==> config.mk <==
export PLATFORM = sky130hd
export DESIGN_NAME = pll_lock_monitor
export DESIGN_NICKNAME = d
export VERILOG_FILES = /design/src/rtl/pll_lock_monitor.sv
export SDC_FILE = /design/constraint.sdc
export NUM_CORES = 1
export LEC_CHECK = 0
export ABC_AREA = 1
export CAP_MARGIN = 20
export CELL_PAD_IN_SITES_DETAIL_PLACEMENT = 1
export CELL_PAD_IN_SITES_GLOBAL_PLACEMENT = 2
export CORE_UTILIZATION = 29
export DETAILED_ROUTE_END_ITERATION = 7
export GPL_TIMING_DRIVEN = 0
export PLACE_DENSITY_LB_ADDON = 0.1
export SYNTH_ARGS = -nofsm -noshare
export SYNTH_HDL_FRONTEND = slang
export SYNTH_SLANG_ARGS = --single-unit
==> constraint.sdc <==
create_clock -name clk_in -period 2 [get_ports clk_in]
set_input_delay 0.2 -clock clk_in [delete_from_list [all_inputs] [get_ports clk_in]]
set_output_delay 0.2 -clock clk_in [all_outputs]
set_load 0.02 [all_outputs]
==> src/rtl/pll_lock_monitor.sv <==
// pll_lock_monitor: measured-frequency lock detector for the generated fabric clock.
// Counts edges of a divided toggle from the PLL domain over fixed clk_in windows and
// declares lock after LOCK_WINDOWS consecutive in-range windows. rst_out = !locked.
// Optional build macro: PLL_LOCK_MON_STICKY_FAULT_EN (latched loss-of-lock flag).
module pll_lock_monitor #(
    parameter int WINDOW       = 1024,
    parameter int CNT_W        = 16,
    parameter int EXP_MIN      = 120,
    parameter int EXP_MAX      = 136,
    parameter int LOCK_WINDOWS = 4
) (
    input  logic             clk_in,
    input  logic             reset,
    input  logic             tog_async,
    output logic             locked,
    output logic             rst_out,
    output logic [CNT_W-1:0] edge_count,
    output logic             window_done,
    output logic             fault_sticky
);
    localparam int               WIN_W    = $clog2(WINDOW);
    localparam int               RUN_W    = $clog2(LOCK_WINDOWS + 1);
    localparam logic [WIN_W-1:0] WIN_LAST = WIN_W'(WINDOW - 1);
    localparam logic [RUN_W-1:0] RUN_PRE  = RUN_W'(LOCK_WINDOWS - 1);
    localparam logic [CNT_W-1:0] SAT      = '1;
    localparam logic [31:0]      MIN_U    = 32'(EXP_MIN);
    localparam logic [31:0]      MAX_U    = 32'(EXP_MAX);

    typedef enum logic [1:0] {
        S_FLUSH,
        S_ACQUIRE,
        S_LOCKED
    } state_t;

    logic             r_s1, r_s2, r_s3;
    logic [WIN_W-1:0] r_win_cnt;
    logic [CNT_W-1:0] r_edge_acc;
    logic [CNT_W-1:0] r_edge_count;
    logic             r_window_done;
    state_t           r_state, w_state_nxt;
    logic [RUN_W-1:0] r_good_run, w_run_nxt;
    logic             r_locked, w_locked_nxt;
    logic             r_rst_out;

    logic             w_edge;
    logic             w_win_end;
    logic [CNT_W-1:0] w_sum;
    logic [31:0]      w_sum32;
    logic             w_good;

    // Two-flop synchronizer plus an edge flop; both toggle directions count.
    always_ff @(posedge clk_in) begin
        if (reset) begin
            r_s1 <= 1'b0;
            r_s2 <= 1'b0;
            r_s3 <= 1'b0;
        end else begin
            r_s1 <= tog_async;
            r_s2 <= r_s1;
            r_s3 <= r_s2;
        end
    end

    assign w_edge    = r_s2 ^ r_s3;
    assign w_win_end = (r_win_cnt == WIN_LAST);
    // Edge seen in the window's last cycle is folded into that window's total.
    assign w_sum     = (r_edge_acc == SAT) ? SAT : r_edge_acc + CNT_W'(w_edge);
    assign w_sum32   = 32'(w_sum);
    assign w_good    = (w_sum32 >= MIN_U) && (w_sum32 <= MAX_U);

    // Window counter and saturating edge accumulator; publish total at window end.
    always_ff @(posedge clk_in) begin
        if (reset) begin
            r_win_cnt     <= '0;
            r_edge_acc    <= '0;
            r_edge_count  <= '0;
            r_window_done <= 1'b0;
        end else begin
            r_window_done <= w_win_end;
            if (w_win_end) begin
                r_win_cnt    <= '0;
                r_edge_acc   <= '0;
                r_edge_count <= w_sum;
            end else begin
                r_win_cnt  <= r_win_cnt + WIN_W'(1);
                r_edge_acc <= w_sum;
            end
        end
    end

    // FSM state register with the lock/reset outputs it owns.
    always_ff @(posedge clk_in) begin
        if (reset) begin
            r_state    <= S_FLUSH;
            r_good_run <= '0;
            r_locked   <= 1'b0;
            r_rst_out  <= 1'b1;
        end else begin
            r_state    <= w_state_nxt;
            r_good_run <= w_run_nxt;
            r_locked   <= w_locked_nxt;
            r_rst_out  <= ~w_locked_nxt;
        end
    end

    // Next-state logic: decisions are taken only at window boundaries.
    always_comb begin
        w_state_nxt  = r_state;
        w_run_nxt    = r_good_run;
        w_locked_nxt = r_locked;
        if (w_win_end) begin
            case (r_state)
                S_FLUSH: begin
                    // First window straddles reset release; its count is not trusted.
                    w_state_nxt = S_ACQUIRE;
                    w_run_nxt   = '0;
                end
                S_ACQUIRE: begin
                    if (!w_good) begin
                        w_run_nxt = '0;
                    end else if (r_good_run == RUN_PRE) begin
                        w_state_nxt  = S_LOCKED;
                        w_run_nxt    = '0;
                        w_locked_nxt = 1'b1;
                    end else begin
                        w_run_nxt = r_good_run + RUN_W'(1);
                    end
                end
                S_LOCKED: begin
                    if (!w_good) begin
                        w_state_nxt  = S_ACQUIRE;
                        w_run_nxt    = '0;
                        w_locked_nxt = 1'b0;
                    end
                end
                default: begin
                    w_state_nxt  = S_FLUSH;
                    w_run_nxt    = '0;
                    w_locked_nxt = 1'b0;
                end
            endcase
        end
    end

`ifdef PLL_LOCK_MON_STICKY_FAULT_EN
    logic r_fault;
    logic w_loss;

    assign w_loss = (r_state == S_LOCKED) && w_win_end && !w_good;

    // Loss-of-lock latch; only reset clears it, relock does not.
    always_ff @(posedge clk_in) begin
        if (reset) r_fault <= 1'b0;
        else if (w_loss) r_fault <= 1'b1;
    end

    assign fault_sticky = r_fault;
`else
    assign fault_sticky = 1'b0;
`endif

    assign locked      = r_locked;
    assign rst_out     = r_rst_out;
    assign edge_count  = r_edge_count;
    assign window_done = r_window_done;
endmodule

# --- After elaboration in Yosys (flattened, before gate mapping) ---
# Index checks and enable logic that the tools add are counted.
totals:
  ff_bits: 53
  inputBits: 3
  output_inout_bits: 20
op_classes:
  addsub: 3
  order_cmp: 2
  eq_ne: 8
  muxes: 14
  bitwise: 2
  reduce_logical: 5
ops:
  columns: ["op", "n"]
  rows:
  - ["adder 16 x 1 -> 16 bit", 1]
  - ["== test 16 bit (second input constant)", 1]
  - ["greater-or-equal comparator 16 x 7 -> 1 bit (second input constant)", 1]
  - ["less-or-equal comparator 16 x 8 -> 1 bit (second input constant)", 1]
  - ["two-way mux 16 bit", 1]
  - ["adder 10 x 1 -> 10 bit (second input constant)", 1]
  - ["== test 10 bit (second input constant)", 1]
  - ["two-way mux 3 bit", 3]
  - ["two-way mux 2 bit", 3]
  - ["!= test 2 bit (second input constant)", 3]
  - ["one-hot mux 2 bit (3 select lines)", 1]
  - ["one-hot mux 3 bit (2 select lines)", 1]
  - ["two-way mux 1 bit", 4]
  - ["AND reduction 4 bit", 1]
  - ["adder 3 x 1 -> 3 bit (second input constant)", 1]
  - ["== test 3 x 2 -> 1 bit (second input constant)", 1]
  - ["one-hot mux 1 bit (3 select lines)", 1]
  - ["== test 2 x 1 -> 1 bit (second input constant)", 1]
  - ["== test 2 bit (second input constant)", 1]
  - ["logical NOT 2 bit", 1]
  - ["AND reduction 2 bit", 1]
  - ["OR reduction 2 bit", 1]
  - ["logical AND 1 bit", 1]
  - ["inverter 1 bit", 1]
  - ["XOR 1 bit", 1]

# --- Longest topological paths before layout ---
depth:
  ltp_word: 9
  mapped_depth: 18
  mapped_depth_nobuf: 18

# --- Least setup slack after synthesis ---
# No wires, ideal clock.
synth_path:
  path_kind: "flip-flop to flip-flop"
  from: "register r_s2"
  to: "register r_state[0]"
  arrival_time_ns: 2.040
  path_slack_ns: -0.151
  path_stages_with_launch: 17
  n_path_buf: 0
  cell_sequence: "dfxtp_1 > xor2_1 > ha_1 > ha_1 > nand3_2 > inv_2 > nand2_1 > o21ai_1 > nand2_1 > nor2_1 > nand2_1 > nor2_4 > nand3_2 > o21ai_0 > nand2_1 > nor2_1 > nor2_1"
synth_between:
  elab_chain_len: 7
  word_cells_on_any_way: 9
synth_rtl:
  columns: ["element", "line", "text"]
  rows:
  - ["from (decl)", "35", "logic r_s1, r_s2, r_s3;"]
  - ["from (signal assigned)", "59", "r_s2 <= r_s1;"]
  - ["XOR 1 bit *", "64", "assign w_edge = r_s2 ^ r_s3;"]
  - ["adder 16 x 1 -> 16 bit *", "67", "assign w_sum = (r_edge_acc == SAT) ? SAT : r_edge_acc + CNT_W'(w_edge);"]
  - ["two-way mux 16 bit *", "67", null]
  - ["greater-or-equal comparator 16 x 7 -> 1 bit / less-or-equal comparator 16 x 8 -> 1 bit (equally long branches)", "69", "assign w_good = (w_sum32 >= MIN_U) && (w_sum32 <= MAX_U);"]
  - ["logical AND 1 bit *", "69", null]
  - ["!= test 2 bit (no source line)", null, null]
  - ["AND reduction 4 bit (no source line) *", null, null]
  - ["to (signal assigned)", "99", "r_state <= w_state_nxt;"]
  - ["to (decl)", "40", "state_t r_state, w_state_nxt;"]
# Mark *: on every way between the ends. The rest lies on a longest branch, timed or not.
# A chain may end at the register's enable or synchronous reset.

# --- Worst setup path in the final report ---
layout_path:
  from: "register r_s2"
  to: "register r_rst_out, in the netlist rst_out"
layout_between:
  elab_chain_len: 9
  word_cells_on_any_way: 11
layout_rtl:
  columns: ["element", "line", "text"]
  rows:
  - ["XOR 1 bit *", "64", null]
  - ["adder 16 x 1 -> 16 bit *", "67", null]
  - ["two-way mux 16 bit *", "67", null]
  - ["greater-or-equal comparator 16 x 7 -> 1 bit / less-or-equal comparator 16 x 8 -> 1 bit (equally long branches)", "69", null]
  - ["logical AND 1 bit *", "69", null]
  - ["two-way mux 1 bit (on tied branches)", "130, 119", null]
  - ["one-hot mux 1 bit (3 select lines) *", "112", "case (r_state)"]
  - ["two-way mux 1 bit *", "111", "if (w_win_end) begin"]
  - ["inverter 1 bit *", "102", "r_rst_out <= ~w_locked_nxt;"]
  - ["to (signal assigned)", "102", null]
  - ["to (decl)", "43", "logic r_rst_out;"]
# Marked as above.

==> impl_metrics.yaml <==
worst_setup_path:
  reg2reg_depth: 15
  cp_max_fo: 6
  path_class: "reg2reg"
  reg2reg_slack_ns: -0.35
  r2r_start: "r_s2"
  worstPathRequired_ns: 2.20
  cp-end-kind: "register"
  crit_chain: "xor2_2 > ha_4 > ha_4 > nand3_4 > buf_6 > o21ai_2 > inv_2 > nor2_4 > nand3_2 > nor2_4 > nand3_4 > o21ai_2 > nand2_1 > nand2_1 > nand2_2"
  startpoint_type: "register"
  regToRegEndpoint: "rst_out"
  cpPeakStageDelay_ns: 0.35
  cp.arrival_ns: 2.55
  crit_slowest_cell: "dfxtp_2"
floorplanning:
  core.rowCount: 33
  io_pins: 23
  core_sq_mm: 0.00834
  dieArea_sq_mm: 0.00912
  fp.dieW_microns: 95.5
  initial_core_util: 0.304
  die_h_microns: 95.5
drt:
  drt_iter0_drc: 33
  vias: 2278
  vias_per_cell: 4.50
  wirelength_microns: 6390
  wl_per_cell_microns: 12.6
  drtPass1Iterations: 4
  antenna_left: 0
  drc: 0
synth:
  synth_cells: 360
  syn_nets: 367
  synth-async-reset-ratio: 0
  syn_avg_cell_area_sq_um: 7.04
  yosys-top-cells-area: "dfxtp_1 42%, nand2_1 12%, nor2_1 8.6%"
  synth_warnings: 0
  synth-edff-count: 0
  yosys.area.top_type: "dfxtp_1"
  synth_seq_cells: 53
  synth_top_area_frac: 0.419
  ys_seq_area_frac: 0.419
  ys.flop_type: "dfxtp_1"
  synth_cell_type_count: 31
  netlist_area_sq_mm: 0.00253
timing:
  holdWs_ns: 0.273
  fin_crit_sh: 1.17
  finalHoldViolCount: 0
  rsz0062_at_grt: "true"
  worst_slack_ns: -0.348
  fin_setup_tns_ns: -2.08
  timing.fmax_mhz: 426
  final-max-slew-violation-count: 0
  fin_crit_ns: 2.35
  setup_viol_count_final: 7
  finClkSkew_ns: 0.0131
placement:
  place_congestion: 0.750
  place.port_buffers: 20
  dp_slack_ns: -0.566
  dp.final_hpwl_microns: 5020
  placed_cells: 485
  post_dp_cell_area_sq_mm: 0.00290
pwr:
  power.total_mw: 1.78
  p_per_area_mw_per_mm2: 539
  peakVddDrop_mv: 0.260
  p_leak_nw: 1.38
run_status:
  violations: "setup timing"
  status: "finished with violations"
min_path:
  min_path_type: "in2reg"
  holdPathEnd: "r_s2"
  hp-start: "reset"
  hold_depth: 2
flow_run:
  maxCapViolations: 0
grt:
  grt_max_degree: 19
  grt_use_total: 0.157
  grt-ovfl-total: 0
  grt_pass1_vias: 2366
  grt_pass1_wl_microns: 11100
  antenna_found_initial: 0
clocking:
  htree_levels: 2
  clk_latency_ns: 0.31
  hold_buffers: 0
  cts_sinks: 53
  clockBufferDepth: 2
  clock-root-buffer: "clkbuf_8"
  cts_tree: "built"
  cts_buffers: 5
  cts.reportedPaths.clkPinSlew_ns: 0.11
finish:
  stdcell_count: 506
  drive_gt1_frac: 0.239
  post-route-util: 0.396
  multiInputGateArea_sq_mm: 0.00142
  final_common_cell: "nand2_1"
  final_cell_mix: "70 x nand2_1, 51 x inv_1, 48 x nor2_1, 48 x dfxtp_1, 20 x clkdlybuf4s50_1"
  fillers: 1054
  ff_latch_area_sq_mm: 0.00107
  final_cell_area_sq_mm: 0.00331
  diodes: 0
  area_growth_pct: 30.4
  layout.nets: 407
logic make-up (layout without fill, tap and decap cells):
logic type	count (synthesis)	after routing	synth area share
simple gates	196	196	0.360
compound gates	35	35	0.0765
fa+ha+maj	4	4	0.0197
flops	53	53	0.419
other cells	1	1	0.00148
buf+inv	63	104	0.0958
xor+xnor	8	8	0.0276
registers in the layout, summed over array words and instances, names as in the netlist, named ones only:
name         flops
r_s1             1
r_good_run       3
edge_count      16
window_done      1
r_s2             1
rst_out          1
r_edge_acc      16
r_s3             1
r_state          2
r_win_cnt       10
layer usage:
layer  vias up  track usage  routed length (microns)
li1       1196            -                        -
met1      1061        0.199                     3060
met2        17        0.276                     3100
met3         4       0.0263                      174
met4         0       0.0398                       58
met5         -            0                        0
layout make-up:
| type | count | area share |
|---|---|---|
| plain buffers | 5 | 0.00871 |
| clock buffers | 5 | 0.0208 |
| clock inverters | 3 | 0.00795 |
| inverters | 57 | 0.0670 |
| multi-input cells | 244 | 0.431 |
| flip-flops and latches | 53 | 0.323 |
| well taps | 105 | 0.0397 |
| repair buffers | 34 | 0.102 |
worst max-delay path by stage:
| stage | startpoint | slack [ns] | cells past startpoint | to |
|---|---|---|---|---|
| after floorplan | r_s2 | -0.07 | 16 | rst_out |
| after global placement | r_s2 | -0.49 | 15 | rst_out |
| after detailed placement | r_s2 | -0.57 | 14 | r_good_run[0] |
| after CTS | r_s2 | -0.31 | 16 | rst_out |
| after global routing | r_s2 | -0.52 | 16 | rst_out |
| final | r_s2 | -0.35 | 15 | rst_out |
worst max-delay path, delay by kind of cell (launching register included):
| family | cells | cell delay, ns |
|---|---|---|
| adders and majority gates | 2 | 0.33 |
| DFF | 1 | 0.35 |
| xor gates and xnor gates | 1 | 0.21 |
| and+or+nand+nor | 8 | 0.83 |
| AOI/OAI and AO/OA | 2 | 0.28 |
| buffers and inverters | 2 | 0.21 |
cells in the mapped netlist, drive strengths merged, types with 3 or more instances:
cell type / number
a22o: 3
o21ai: 24
inv: 57
clkbuf: 3
a21oi: 6
nand4: 9
nand3: 21
nor3: 7
xor2: 6
nand2: 88
nor2: 67
dfxtp: 53
ha: 4
buf: 3
report_power, final:
group | total [mW] | internal, mW | switching (mW)
logic | 0.0680 | 0.0288 | 0.0392
clock network | 0.641 | 0.256 | 0.385
registers | 1.07 | 1.07 | 0.00789
total | 1.78 | 1.35 | 0.432
repair_timing:
action                     CTS  global route
setup buffers                5             9
resized for setup           21            42
pin swaps                    7            14
setup endpoints to repair   38            39
Power figures use the tool's default switching activity.
